==> config.mk <==
export PLATFORM = sky130hd
export DESIGN_NAME = pacman_move_ctrl_flat
export DESIGN_NICKNAME = d
export VERILOG_FILES = /design/src/rtl/pacman_move_ctrl_if.sv /design/src/rtl/pacman_move_ctrl.sv /design/src/flat_wrapper.sv
export SDC_FILE = /design/constraint.sdc
export NUM_CORES = 1
export LEC_CHECK = 0
export CORE_MARGIN = 1
export CORE_UTILIZATION = 30
export CTS_CLUSTER_DIAMETER = 150
export DETAILED_ROUTE_END_ITERATION = 6
export GPL_TIMING_DRIVEN = 0
export PLACE_DENSITY = 0.59
export SLEW_MARGIN = 25
export SYNTH_ARGS = -nofsm -noshare
export SYNTH_HDL_FRONTEND = slang
export SYNTH_SLANG_ARGS = --single-unit
==> constraint.sdc <==
create_clock -name clk -period 4.39 [get_ports clk]
set_input_delay 0.6585 -clock clk [delete_from_list [all_inputs] [get_ports clk]]
set_output_delay 0.6585 -clock clk [all_outputs]
set_load 0.005 [all_outputs]
==> src/rtl/pacman_move_ctrl_if.sv <==
// Bus between the Pac-Man move controller, its frame/player inputs,
// the legal-move checker and the renderer.
//
// Handshake: frame_tick is a one-cycle request pulse with no ready;
// the controller samples it only when busy is low and drops it otherwise.
// The checker has no valid/ready either: legal_moves is trusted
// LOOKUP_LAT cycles after xpos/ypos/query_dir were last changed, and the
// controller keeps all three stable for that whole window. moved is a
// one-cycle strobe issued in the same cycle that xpos/ypos show the new
// position.
interface pacman_move_ctrl_if;
    logic       frame_tick;
    logic [3:0] req_dir;
    logic [3:0] legal_moves;
    logic [9:0] xpos;
    logic [9:0] ypos;
    logic [3:0] query_dir;
    logic [3:0] cur_dir;
    logic       busy;
    logic       moved;

    modport master (
        input  frame_tick, req_dir, legal_moves,
        output xpos, ypos, query_dir, cur_dir, busy, moved
    );

    modport slave (
        output frame_tick, req_dir, legal_moves,
        input  xpos, ypos, query_dir, cur_dir, busy, moved
    );
endinterface

==> src/rtl/pacman_move_ctrl.sv <==
// Pac-Man position/direction controller.
// Each accepted frame tick asks the legal-move checker about the requested
// direction and/or the current one, then steps the sprite by STEP pixels.
// Optional build macro PACMAN_TUNNEL_WRAP_EN: the horizontal axis wraps
// around (tunnel) instead of clamping; the vertical axis always clamps.
module pacman_move_ctrl #(
    parameter logic [9:0] START_X    = 10'd170,
    parameter logic [9:0] START_Y    = 10'd54,
    parameter logic [3:0] STEP       = 4'd2,
    parameter int         LOOKUP_LAT = 3,
    parameter logic [9:0] X_MIN      = 10'd150,
    parameter logic [9:0] X_MAX      = 10'd610,
    parameter logic [9:0] Y_MIN      = 10'd34,
    parameter logic [9:0] Y_MAX      = 10'd494
) (
    input  logic                      clk,
    input  logic                      rst_n,
    pacman_move_ctrl_if.master        bus,
    output logic [1:0]                state_dbg
);

    typedef enum logic [1:0] {
        IDLE  = 2'd0,
        Q_REQ = 2'd1,
        Q_CUR = 2'd2,
        STEP_S = 2'd3
    } state_t;

    localparam int CW = (LOOKUP_LAT < 2) ? 1 : $clog2(LOOKUP_LAT);
    localparam logic [CW-1:0] CNT_LAST = CW'(LOOKUP_LAT - 1);

    localparam logic signed [10:0] X_MIN_S = {1'b0, X_MIN};
    localparam logic signed [10:0] X_MAX_S = {1'b0, X_MAX};
    localparam logic signed [10:0] Y_MIN_S = {1'b0, Y_MIN};
    localparam logic signed [10:0] Y_MAX_S = {1'b0, Y_MAX};
    localparam logic signed [10:0] STEP_S11 = {7'd0, STEP};

    state_t        state, state_n;
    logic [CW-1:0] cnt, cnt_n;
    logic [3:0]    req_q, req_n;
    logic [3:0]    query_q, query_n;
    logic [3:0]    cur_q, cur_n;
    logic [9:0]    x_q, x_n;
    logic [9:0]    y_q, y_n;
    logic          moved_q, moved_n;

    logic signed [10:0] x_dec, x_inc, y_dec, y_inc;
    logic [9:0]         step_x, step_y;

    function automatic logic is_onehot(input logic [3:0] v);
        return (v != 4'd0) && ((v & (v - 4'd1)) == 4'd0);
    endfunction

    assign x_dec = $signed({1'b0, x_q}) - STEP_S11;
    assign x_inc = $signed({1'b0, x_q}) + STEP_S11;
    assign y_dec = $signed({1'b0, y_q}) - STEP_S11;
    assign y_inc = $signed({1'b0, y_q}) + STEP_S11;

    // Candidate position for a step along cur_dir, with clamp or tunnel wrap.
    always_comb begin
        step_x = x_q;
        step_y = y_q;
        unique case (cur_q)
            4'b0001: begin
                if (x_dec < X_MIN_S) begin
`ifdef PACMAN_TUNNEL_WRAP_EN
                    step_x = X_MAX;
`else
                    step_x = X_MIN;
`endif
                end else begin
                    step_x = x_dec[9:0];
                end
            end
            4'b0010: begin
                if (x_inc > X_MAX_S) begin
`ifdef PACMAN_TUNNEL_WRAP_EN
                    step_x = X_MIN;
`else
                    step_x = X_MAX;
`endif
                end else begin
                    step_x = x_inc[9:0];
                end
            end
            4'b0100: step_y = (y_dec < Y_MIN_S) ? Y_MIN : y_dec[9:0];
            4'b1000: step_y = (y_inc > Y_MAX_S) ? Y_MAX : y_inc[9:0];
            default: ;
        endcase
    end

    // Next-state and next-output decision for the move FSM.
    always_comb begin
        state_n = state;
        cnt_n   = cnt;
        req_n   = req_q;
        query_n = query_q;
        cur_n   = cur_q;
        x_n     = x_q;
        y_n     = y_q;
        moved_n = 1'b0;
        unique case (state)
            IDLE: begin
                cnt_n = '0;
                if (bus.frame_tick) begin
                    req_n = bus.req_dir;
                    if (is_onehot(bus.req_dir)) begin
                        query_n = bus.req_dir;
                        state_n = Q_REQ;
                    end else if (cur_q != 4'd0) begin
                        query_n = cur_q;
                        state_n = Q_CUR;
                    end
                end
            end
            Q_REQ: begin
                if (cnt == CNT_LAST) begin
                    cnt_n = '0;
                    if ((bus.legal_moves & req_q) != 4'd0) begin
                        cur_n   = req_q;
                        state_n = STEP_S;
                    end else if (cur_q != 4'd0) begin
                        query_n = cur_q;
                        state_n = Q_CUR;
                    end else begin
                        state_n = IDLE;
                    end
                end else begin
                    cnt_n = cnt + CW'(1);
                end
            end
            Q_CUR: begin
                if (cnt == CNT_LAST) begin
                    cnt_n = '0;
                    if ((bus.legal_moves & cur_q) != 4'd0) begin
                        state_n = STEP_S;
                    end else begin
                        cur_n   = 4'd0;
                        state_n = IDLE;
                    end
                end else begin
                    cnt_n = cnt + CW'(1);
                end
            end
            STEP_S: begin
                x_n     = step_x;
                y_n     = step_y;
                moved_n = 1'b1;
                state_n = IDLE;
            end
            default: state_n = IDLE;
        endcase
    end

    // State and output registers; reset drops any in-flight move.
    always_ff @(posedge clk or negedge rst_n) begin
        if (!rst_n) begin
            state   <= IDLE;
            cnt     <= '0;
            req_q   <= 4'd0;
            query_q <= 4'd0;
            cur_q   <= 4'd0;
            x_q     <= START_X;
            y_q     <= START_Y;
            moved_q <= 1'b0;
        end else begin
            state   <= state_n;
            cnt     <= cnt_n;
            req_q   <= req_n;
            query_q <= query_n;
            cur_q   <= cur_n;
            x_q     <= x_n;
            y_q     <= y_n;
            moved_q <= moved_n;
        end
    end

    assign bus.xpos      = x_q;
    assign bus.ypos      = y_q;
    assign bus.query_dir = query_q;
    assign bus.cur_dir   = cur_q;
    assign bus.busy      = (state != IDLE);
    assign bus.moved     = moved_q;
    assign state_dbg     = state;

endmodule

==> src/flat_wrapper.sv <==
// flat-port wrapper written by rule: the top's interface ports become plain ports
module pacman_move_ctrl_flat 
#(
    parameter logic [9:0] START_X    = 10'd170,
    parameter logic [9:0] START_Y    = 10'd54,
    parameter logic [3:0] STEP       = 4'd2,
    parameter int         LOOKUP_LAT = 3,
    parameter logic [9:0] X_MIN      = 10'd150,
    parameter logic [9:0] X_MAX      = 10'd610,
    parameter logic [9:0] Y_MIN      = 10'd34,
    parameter logic [9:0] Y_MAX      = 10'd494
)
  (clk, rst_n, state_dbg, bus_frame_tick, bus_req_dir, bus_legal_moves, bus_xpos, bus_ypos, bus_query_dir, bus_cur_dir, bus_busy, bus_moved);
  pacman_move_ctrl_if bus_i ();
  input  logic clk;
  input  logic rst_n;
  output logic [1:0] state_dbg;
  input wire logic [$bits(bus_i.frame_tick)-1:0] bus_frame_tick;
  input wire logic [$bits(bus_i.req_dir)-1:0] bus_req_dir;
  input wire logic [$bits(bus_i.legal_moves)-1:0] bus_legal_moves;
  output wire logic [$bits(bus_i.xpos)-1:0] bus_xpos;
  output wire logic [$bits(bus_i.ypos)-1:0] bus_ypos;
  output wire logic [$bits(bus_i.query_dir)-1:0] bus_query_dir;
  output wire logic [$bits(bus_i.cur_dir)-1:0] bus_cur_dir;
  output wire logic [$bits(bus_i.busy)-1:0] bus_busy;
  output wire logic [$bits(bus_i.moved)-1:0] bus_moved;
  assign bus_i.frame_tick = bus_frame_tick;
  assign bus_i.req_dir = bus_req_dir;
  assign bus_i.legal_moves = bus_legal_moves;
  assign bus_xpos = bus_i.xpos;
  assign bus_ypos = bus_i.ypos;
  assign bus_query_dir = bus_i.query_dir;
  assign bus_cur_dir = bus_i.cur_dir;
  assign bus_busy = bus_i.busy;
  assign bus_moved = bus_i.moved;
  pacman_move_ctrl #(.START_X(START_X), .START_Y(START_Y), .STEP(STEP), .LOOKUP_LAT(LOOKUP_LAT), .X_MIN(X_MIN), .X_MAX(X_MAX), .Y_MIN(Y_MIN), .Y_MAX(Y_MAX)) u_core (.clk(clk), .rst_n(rst_n), .bus(bus_i), .state_dbg(state_dbg));
endmodule
==> results of run 1 <==
-- placed cells by master (no fill, tap or decap), types with 5 or more instances in the layout --
master,netlist,final
clkdlybuf4s50_1,0,39
nand2_1,30,30
dfrtp_1,27,27
o21ai_0,24,24
nor2_1,23,23
a21oi_1,17,17
clkbuf_1,15,16
nand3_1,16,16
nor3_1,11,11
buf_2,9,10
ha_1,10,10
inv_1,9,9
and3_1,9,9
nor4_1,8,8
dfstp_2,8,8
xnor2_1,7,7
a22oi_1,7,7
mux2_2,7,7
a211oi_1,7,7
clkbuf_8,0,7
a22o_1,6,6
o22ai_1,6,6
nor2b_1,5,5
mux2i_1,5,5
-- path summary, 6_finish.rpt --
path,startpoint,to,cells past startpoint
max,u_core.bus.xpos[1],u_core.bus.xpos[2],10
min reg2reg,u_core.bus.query_dir[1],u_core.bus.query_dir[1],1
max in group asynchronous,rst_n,u_core.bus.ypos[5],2
max reg2reg,u_core.bus.xpos[1],u_core.bus.xpos[2],10
min,rst_n,u_core.bus.xpos[9],1
min in group clk,u_core.bus.query_dir[1],u_core.bus.query_dir[1],1
-- final cells by class --
| cell class | count | area, um^2 | share of cell area (%) |
|---|---|---|---|
| Multi-Input combinational cell | 288 | 1920 | 52.7 |
| Sequential cell | 35 | 886 | 24.3 |
| Timing Repair Buffer | 41 | 415 | 11.4 |
| Tap cell | 129 | 161 | 4.44 |
| Buffer | 27 | 124 | 3.40 |
| Clock buffer | 8 | 100 | 2.75 |
| Inverter | 9 | 33.8 | 0.928 |
-- kinds of logic (layout without fill, tap and decap cells) --
group,Yosys count,in the layout
fa+ha+maj,10,10
other cells,1,2
mux,12,12
buf+inv,36,85
xor+xnor,11,11
compound gates,113,113
simple gates,140,140
flops,35,35
-- stage by stage --
step           power [mW]  std cells  util [%]
3_5_place_dp         1.99        529      37.8
2_1_floorplan        1.50        359         -
5_1_grt              2.46        537      38.8
4_1_cts              2.26        537      38.8
3_3_place_gp         1.97        528      37.5
6_report             2.25        537      38.8
-- sequential cells by signal (all words and copies together) (netlist names) --
name / flops
u_core.bus.xpos: 9
u_core.req_q: 4
u_core.bus.ypos: 9
u_core.bus.moved: 1
u_core.bus.cur_dir: 4
u_core.bus.query_dir: 4
u_core.state_dbg: 2
u_core.cnt: 2
-- routing by layer --
metal,wire [um],part of all wire [%],vias to the layer above,GRT usage (%)
li1,-,-,1442,-
met1,3870,48,1436,23.4
met2,3750,47,83,27.2
met3,390,4.8,2,2.07
met4,42,0.52,0,4.01
met5,0,0,-,0
-- critical path: stages, from the launching register on --
cell and delay (ns):
dfstp_2 0.55, buf_2 0.22, inv_1 0.06, ha_1 0.28, or4_1 0.55, o211a_1 0.26
a311oi_2 0.31, a21oi_1 0.21, a211oi_1 0.28, a21oi_1 0.07, nand2_1 0.09
-- power by group --
group          switching (mW)  total, mW  internal (mW)
Sequential              0.137      0.609          0.472
Combinational           0.747       1.38          0.630
Clock                   0.119      0.263          0.143
Total                    1.00       2.25           1.25
-- synth_stat cells (3+ instances only) --
cell type / instances / area, um^2
dfstp_2: 8 / 210
nand2_1: 30 / 113
mux2i_1: 5 / 50.1
inv_1: 9 / 33.8
clkbuf_1: 15 / 56.3
o211ai_1: 3 / 22.5
o22ai_1: 6 / 37.5
o21a_1: 4 / 30.0
or2_2: 4 / 25.0
ha_1: 10 / 125
nand2b_1: 4 / 25.0
xor2_1: 4 / 35.0
or3_1: 3 / 18.8
and2_1: 4 / 25.0
nor2_1: 23 / 86.3
dfrtp_1: 27 / 676
o21ai_1: 3 / 15.0
nand4_1: 3 / 18.8
nor2b_1: 5 / 31.3
a22o_1: 6 / 52.6
nor3b_1: 4 / 30.0
nor4_1: 8 / 50.1
a22oi_1: 7 / 52.6
nor3_1: 11 / 55.1
or4_1: 4 / 30.0
nand3_1: 16 / 80.1
a21o_1: 3 / 22.5
a31oi_1: 4 / 25.0
xnor2_1: 7 / 61.3
o2bb2ai_1: 4 / 35.0
and3_1: 9 / 56.3
a21oi_1: 17 / 85.1
o21ai_0: 24 / 120
mux2_2: 7 / 78.8
buf_2: 9 / 45.0
a211oi_1: 7 / 52.6
==> results.toml, run 1 <==
[critical_path]
r2r_slack_ns = 1.45
crit_arrival_ns = 3.16
start_kind = "flip-flop"
path_max_fanout = 10
path_class = "flip-flop to flip-flop"
crit_required_ns = 4.62
end_kind = "flip-flop"

[timing]
period_needed_ns = 2.94
setup_viol = 0
rsz0062_at_grt = "no"
timing.hold.ws_ns = 0.234
max_freq_mhz = 340
fin_skew_ns = 0.00848
slew_headroom_pct = 39.8
worst-slew-pin-transition_ns = 0.901
tns_ns = 0
min_period_over_period_pct = 66.9
hold_viol_final = 0
slew_viol_final = 0
postLayoutSetupSlackWorst_ns = 1.45

[global_route]
antenna_found_initial = 0
grt_max_degree = 28
grt_pass1_wl_um = 13500
grt_overflow = 0
groute.usage.overall_pct = 16.6
grt_pass1_vias = 2752

[floorplanning]
die_area_um2 = 10200
core-area_um2 = 9370
pin_count = 43
die_h_um = 101
rows = 35
start_util_pct = 31.5
die_w_um = 101

[clock_tree]
clk_pin_slew_ns = 0.07
cts_hold_buf = 0
post-cts-setup-buffer-count = 0
numClockSinks = 35
htree_levels = 2
cts_tree = "built"
clk_latency_ns = 0.29
clock_path_buffers = 2
cts-root-buf = "clkbuf_8"
ctsResizeCount = 0
cts_inserted_buffers = 5

[synth]
ys_seq_area_share_pct = 30.0
yosysWarnings = 0
synth-async-reset-ratio_pct = 100
ys_ff_latch = 35
yosys.cell_types.count = 69
synth_compound_area_share_pct = 27.1
yosys.area_share.simple_pct = 25.6
synthCells = 358
synth_area_um2 = 2950
synth_flop_cell = "dfrtp_1"
synthMuxAreaShare_pct = 4.37
synth_adder_area_share_pct = 4.24
synth_edf_count = 0
synth_top_family_by_area = "compound AO/OA/AOI/OAI gates"
synth.avg_cell_area_um2 = 8.24
synth-xor-area-share_pct = 3.26

[detailed_routing]
routed_via_density = 5.52
drc = 0
ant_nets = 0
wire_per_inst_um = 15.0
drtPass1Iterations = 4
routed-via-count = 2963
first_iter_violations = 142
drt_wl_total_um = 8060

[status]
status = "finished, final reports clean"

[power_and_ir_drop]
p_per_area_nw_per_um2 = 618
peakVddDrop_v = 0.000263
power_leakage_nw = 1.40

[job]
cap_violations = 0

[finish]
n_antenna_cell = 0
area_growth_pct = 23.3
nets = 428
fin_area_um2 = 3640
fillers = 984
drive_above_1_share_pct = 11.8

[placement]
dpl.hpwl_um = 5980
gp_congestion = 0.874
place_area_um2 = 3540
pre_cts_ws_ns = 1.51
portBuffers = 40

[worst_hold_path]
hold_path_class = "input pin to asynchronous set/reset pin"
Note: power is estimated with default switching activity, not from simulation.
==> run 2, diff against run 1 <==
- clock period: 4.39 -> 2.9 ns (I/O delays scaled with it)
==> results.toml, run 2 (synthesis gave the netlist of run 1 again) <==
[status]
status = "finished, final reports clean"

[critical_path]
cp_cell_sequence = "clkbuf_4 -> inv_1 -> ha_2 -> or4_1 -> o211a_1 -> a311oi_2 -> a21oi_2 -> a211oi_1 -> a21oi_1 -> nand2_1"
crit_slowest_cell = "dfstp_2"
critPathTopFamily = "compound AO/OA/AOI/OAI gates"
start_kind = "flip-flop"
slowest_delay_ns = 0.56
crit_arrival_ns = 3.00
path_class = "flip-flop to flip-flop"
critPathBufInv = 2
crit_required_ns = 3.13
path_max_fanout = 10
end_kind = "flip-flop"

[detailed_routing]
top_layer = "met4"
wire_per_inst_um = 15.0
drc = 0
drt-met1-wl_um = 3910
first_iter_violations = 179
routed-via-count = 2971
met2_wirelength_um = 3760
drt_wl_total_um = 8060
ant_nets = 0
drtPass1Iterations = 4
routed_via_density = 5.53
routed-wl-met3_um = 342

[timing]
slew_headroom_pct = 39.8
rsz0062_at_grt = "no"
timing.hold.ws_ns = 0.00736
slew_viol_final = 0
fin_skew_ns = 0.00790
setup_viol = 0
hold_viol_final = 0
min_period_over_period_pct = 95.8
period_needed_ns = 2.78
max_freq_mhz = 360
worst-slew-pin-transition_ns = 0.901
tns_ns = 0

[floorplanning]
die_w_um = 101
start_util_pct = 31.5
die_area_um2 = 10200
pin_count = 43
rows = 35
die_h_um = 101
core-area_um2 = 9370

[finish]
final_common_cell = "clkdlybuf4s50_1"
nets = 428
drive_above_1_share_pct = 12.3
area_growth_pct = 23.6
final_util_pct = 38.9
n_antenna_cell = 0
mostFrequentLayoutCells = "clkdlybuf4s50_1 (39), nand2_1 (30), dfrtp_1 (27)"

[clock_tree]
clock_path_buffers = 2
numClockSinks = 35
clk_pin_slew_ns = 0.07
clk_latency_ns = 0.29
cts_tree = "built"
cts_hold_buf = 0
cts-root-buf = "clkbuf_8"
htree_levels = 2
cts_inserted_buffers = 5

[global_route]
groute.usage.overall_pct = 16.6
antenna_found_initial = 0
grt_overflow = 0
grt_pass1_wl_um = 13500
grt_max_degree = 28
grt_pass1_vias = 2751

[placement]
dpl.hpwl_um = 5980
portBuffers = 40
gp_congestion = 0.874

[power_and_ir_drop]
peakVddDrop_v = 0.000398
p_per_area_nw_per_um2 = 936
power_leakage_nw = 1.40

[job]
cap_violations = 0

[worst_hold_path]
hold_path_class = "input pin to asynchronous set/reset pin"
[run 2: cell count changes in the layout (fill, tap and decap cells not counted)]
cell	previous run	this run
a21oi_1	17	16
a21oi_2	0	1
buf_2	10	9
clkbuf_4	1	2
ha_1	10	9
ha_2	0	1
[run 2: area by class of cell]
type,instances,area [um^2]
repair buffers,41,415
multi-input cells,288,1920
fillers,981,5720
flip-flops and latches,35,886
plain buffers,27,126
clock buffers,8,100
inverters,9,33.8
well taps,129,161
[run 2: layer usage]
| metal | GRT usage, % | vias to the layer above |
|---|---|---|
| li1 | - | 1440 |
| met1 | 23.4 | 1453 |
| met2 | 27.2 | 74 |
| met3 | 2.07 | 4 |
| met4 | 4.01 | 0 |
| met5 | 0 | - |
[run 2: worst paths after layout]
check,from,endpoint,slack [ns],cells after the start
min reg2reg,u_core.bus.query_dir[1],u_core.bus.query_dir[1],0.49,1
max in group asynchronous,rst_n,u_core.bus.ypos[5],2.40,2
min,rst_n,u_core.bus.xpos[9],0.007,1
min in group clk,u_core.bus.query_dir[1],u_core.bus.query_dir[1],0.49,1
max,u_core.bus.xpos[1],u_core.bus.xpos[2],0.12,10
max reg2reg,u_core.bus.xpos[1],u_core.bus.xpos[2],0.12,10
[run 2: repair_timing]
action | CTS | global route
pin swaps | 0 | 2
endpoints found under the hold margin | 0 | 0
resized for setup | 1 | 2
endpoints found under the setup margin | 1 | 4
buffers inserted | 0 | 0
[run 2: per-stage QoR]
step                std cells  instance area, um^2  total power [mW]  setup slack [ns]
floorplan                 359                 2960              2.27             0.317
global placement          528                 3520              2.98           0.00452
detailed placement        529                 3540              3.01            0.0192
CTS                       537                 3640              3.43            0.0350
global route              537                 3650              3.73            0.0209
finish                    537                 3650              3.41             0.123
[run 2: power breakdown]
group / internal [mW] / switching (mW) / total [mW]
combinational: 0.959 / 1.13 / 2.09
clock: 0.217 / 0.183 / 0.400
sequential: 0.715 / 0.208 / 0.923
==> run 3, diff against run 2 <==
- CAP_MARGIN: unset -> 10
==> results of run 3 <==
No change in the layout: final DEF, timing and power equal those of run 2.
==> variant 1: new RTL, flow settings as in run 2 <==
`X_MIN` is set to 10'd150 in 2 places; all go to 10'd75.
--- a/src/rtl/pacman_move_ctrl.sv
+++ b/src/rtl/pacman_move_ctrl.sv
@@ -9,5 +9,5 @@
     parameter logic [3:0] STEP       = 4'd2,
     parameter int         LOOKUP_LAT = 3,
-    parameter logic [9:0] X_MIN      = 10'd150,
+    parameter logic [9:0] X_MIN      = 10'd75,
     parameter logic [9:0] X_MAX      = 10'd610,
     parameter logic [9:0] Y_MIN      = 10'd34,
--- a/src/flat_wrapper.sv
+++ b/src/flat_wrapper.sv
@@ -6,5 +6,5 @@
     parameter logic [3:0] STEP       = 4'd2,
     parameter int         LOOKUP_LAT = 3,
-    parameter logic [9:0] X_MIN      = 10'd150,
+    parameter logic [9:0] X_MIN      = 10'd75,
     parameter logic [9:0] X_MAX      = 10'd610,
     parameter logic [9:0] Y_MIN      = 10'd34,
Behaviour: same outputs for any inputs over 10 cycles, from zero or initial values and one cycle with rst_n low; that may be too few to reach the edited logic, so the function may still have changed.
==> variant 1 against run 2 <==
- synthesized cell count increased by 3.6%
- utilization shrank 0.59 points
- power grew 3.5%
- sequential cell count is 1 higher
- highest routed layer unchanged
- critical path type unchanged
- cell area rose by 2.7%
- sequential share of layout area hardly changed
- synthesized area rose by 2.5%
- cell count increased by 3.4%
- clock power down 5%
- setup slack worse by 0.021 ns
- hold slack gained 0.047 ns
- count of clock-buffer cells in the layout fell by 2
- critical endpoint is now u_core.bus.xpos[1]$_DFFE_PN1P_
- global-route usage is 0.36 points lower
- wire length rose by 1.5%
==> variant 1: results (changes against run 2) <==
* R2r setup slk at 0.10 ns (-0.02 ns)
* Routed wl met2 at 3850 um (+2.6%)
* M2 GR Usage at 0.266 (-0.00519)
* FILL cells at 1023 (+4.3%)
* # clk buffers at 6 (-2)
* Delay-heaviest family, CP: simple AND/OR/NAND/NOR gates
* Pleak at 1.39 nW (-0.38%)
* Wirelength per Cell at 14.7 um (-1.8%)
* Status: finished, final reports clean
* Post-synth cell types at 77 (+12%)
* Worst-path clk slew at 0.09 ns (+0.02 ns)
* Crit-path max cell delay at 0.61 ns (+0.05 ns)
* Placed Cells at 546 (+3.2%)
* Global-route wire length before repair at 13600 um (+0.51%)
* Worst Setup EP: u_core.bus.xpos[1]$_DFFE_PN1P_
* Gr usage total at 0.163 (-0.00360)
* Register area at 911 um2 (+2.8%)
* Iter 0 DRT Violations at 202 (+13%)
* Setup Skew at 0.0160 ns (+0.00806 ns)
* Routed wire length at 8180 um (+1.5%)
* Met3 usage at 0.0226 (+0.00187)
* DRT Pass-1 Iters at 5 (+1)
* Nonclk buf count at 65 (-4.4%)
* Post-synthesis sequential area ratio at 0.301 (+0.00107)
* Worst slack, placed at 0.0571 ns (+0.0379 ns)
* I/O Buffers at 41 (+2.5%)
* Num sequential at 36 (+2.9%)
* # nets final at 443 (+3.5%)
* Largest net degree at the start of global routing at 24 (-14%)
-- variant 1: changes by cell type in the layout (fill, tap and decap cells not counted), moves of 5 or more --
cell      delta
or3_1        +5
and3_1       -5
nor4_1       -5
a21oi_1      +9
nand2b_1     +7
nand2_1      +5
-- variant 1: repair_timing --
action / CTS / global route
endpoints found under the setup margin: 0 / 6
hold buffers: 0 / 0
setup buffers: 0 / 1
endpoints found under the hold margin: 0 / 0
resized for setup: 0 / 3
-- variant 1: power by group through the flow --
stage	combinational (W)	clock [W]	sequential (W)
global placement	0.00209	0	0.000984
finish	0.00218	0.000381	0.000974
global route	0.00242	0.000421	0.00101
CTS	0.00213	0.000400	0.000977
floorplan	0.00142	0	0.000932
detailed placement	0.00212	0	0.000983
-- variant 1: stage by stage --
stage,area (um2),total power [W]
2_1_floorplan,3020,0.00236
3_3_place_gp,3600,0.00307
3_5_place_dp,3620,0.00310
4_1_cts,3720,0.00351
5_1_grt,3750,0.00385
6_report,3750,0.00353
==> variant 2: new RTL, flow settings as in run 2 <==
Without the edit above. Reset style: synchronous (`rst_n`), changed in one clocked block.
--- a/src/rtl/pacman_move_ctrl.sv
+++ b/src/rtl/pacman_move_ctrl.sv
@@ -154,5 +154,5 @@
 
     // State and output registers; reset drops any in-flight move.
-    always_ff @(posedge clk or negedge rst_n) begin
+    always_ff @(posedge clk) begin
         if (!rst_n) begin
             state   <= IDLE;
Formal check against the unedited RTL: differs if rst_n is asserted again (counterexample within 4 cycles, from zero or initial values and one cycle with rst_n low); with rst_n held inactive, the same outputs for 10 cycles.
==> variant 2 against run 2 <==
- largest cell class unchanged
- maximum frequency rose by 4.6%
- cell area rose by 3.7%
- sequential share of layout area fell by 5.7 points
- wire length rose by 13%
- utilization fell by 0.58 points
- sequential cell count did not move
- synthesized area rose by 4.5%
- setup slack improved by 0.12 ns
- via count rose by 14%
- first-iteration DRC count rose by 58%
- non-clock buffer count rose by 9
Power is not compared: it rests on default switching activity, and its combinational part moved more than twofold at a synthesized area within 25%.
==> variant 2: results (changes against run 2) <==
* Status: finished, final reports clean
* Synth top cells by count: nand2_1, nor2_1, a21oi_1, dfxtp_1, nand3_1
* Hold WS at 0.483 ns (+0.476 ns)
* CP arrival at 2.86 ns (-0.14 ns)
* Routed wire length at 9100 um (+13%)
* Clock network area share at 0.0304 (+0.00299)
* Slew HR at 0.501 (+0.103)
* R2r setup slk at 0.25 ns (+0.12 ns)
* Met1 usage at 0.246 (+0.0114)
* Nonclk buf count at 77 (+13%)
* Post-synthesis sequential area ratio at 0.227 (-0.0729)
* Complex-gate fraction of the synthesized area at 0.281 (+0.00997)
* Resize count post-CTS at 0 (-1)
* R2R depth at 9 (-1)
* Area contributors post-synth: dfxtp_1, a21oi_1, nand2_1, nor2_1, ha_1
* Post-synthesis adder-cell area fraction at 0.0446 (+0.00225)
* Tcrit/Tclk final at 0.915 (-0.0423)
* Hold/Removal Path Class: reg -> reg
* Post-DP HPWL at 6770 um (+13%)
* Comb_multi_in at 335 (+16%)
* Post-synth cell types at 73 (+5.8%)
* Vias in the first global route at 3020 (+9.8%)
* Pleak at 1.30 nW
* Multi-input combinational cell area at 2130 um2 (+11%)
* CTS root buf: clkbuf_8
* Setup Skew at 0.0151 ns (+0.00722 ns)
* Routability cong. at 0.893 (+2.2%)
* # nets final at 493 (+15%)
* Worst slack, placed at 0.0845 ns (+0.0653 ns)
* DRT Pass-1 Iters at 5 (+1)
* Non-clk buf share at 0.158 (+0.00991)
* Ys flop type: dfxtp_1
* Xor and xnor fraction of the mapped netlist area at 0.0256 (-0.00707)
* Routed wl met2 at 4130 um (+9.9%)
* Crit. Startpoint: u_core.bus.ypos[1]$_SDFFE_PN1P_
* Inverter count at 17 (+8)
* Worst-path clk slew at 0.09 ns (+0.02 ns)
* M2 GR Usage at 0.274 (+0.00198)
* Met1 WL at 4260 um (+8.9%)
* Gr usage total at 0.175 (+0.00872)
* R2r endpoint: u_core.bus.ypos[5]$_SDFFE_PN1P_
* FILL cells at 1020 (+4.0%)
* Met3 usage at 0.0202 (-0.000543)
* WL met3 at 506 um (+48%)
* Global-route wire length before repair at 14800 um (+9.7%)
* Fraction of registers with async set/reset at 0 (-1.00)
* Drt via density at 5.60 (+1.2%)
[variant 2: through the flow]
step	instance area [um2]	instances
3_5_place_dp	3650	598
6_report	3780	605
4_1_cts	3770	606
5_1_grt	3780	605
3_3_place_gp	3650	598
2_1_floorplan	3090	425
[variant 2: worst max-delay path: stages, from the launching register on]
cell and delay [ns]:
dfxtp_4 0.39, buf_4 0.17, inv_1 0.09, ha_1 0.30, or3_1 0.34, a222oi_1 0.36
mux2i_1 0.20, o311ai_2 0.35, a2111oi_0 0.13, a311oi_1 0.24
[variant 2: how the worst max path moves through the flow]
stage / cells after the start / endpoint
floorplan: 10 / u_core.bus.ypos[5]$_SDFFE_PN1P_
CTS: 10 / u_core.bus.ypos[3]$_SDFFE_PN0P_
detailed placement: 10 / u_core.bus.ypos[3]$_SDFFE_PN0P_
global placement: 10 / u_core.bus.ypos[5]$_SDFFE_PN1P_
finish: 9 / u_core.bus.ypos[5]$_SDFFE_PN1P_
global route: 11 / u_core.bus.xpos[2]$_SDFFE_PN0P_
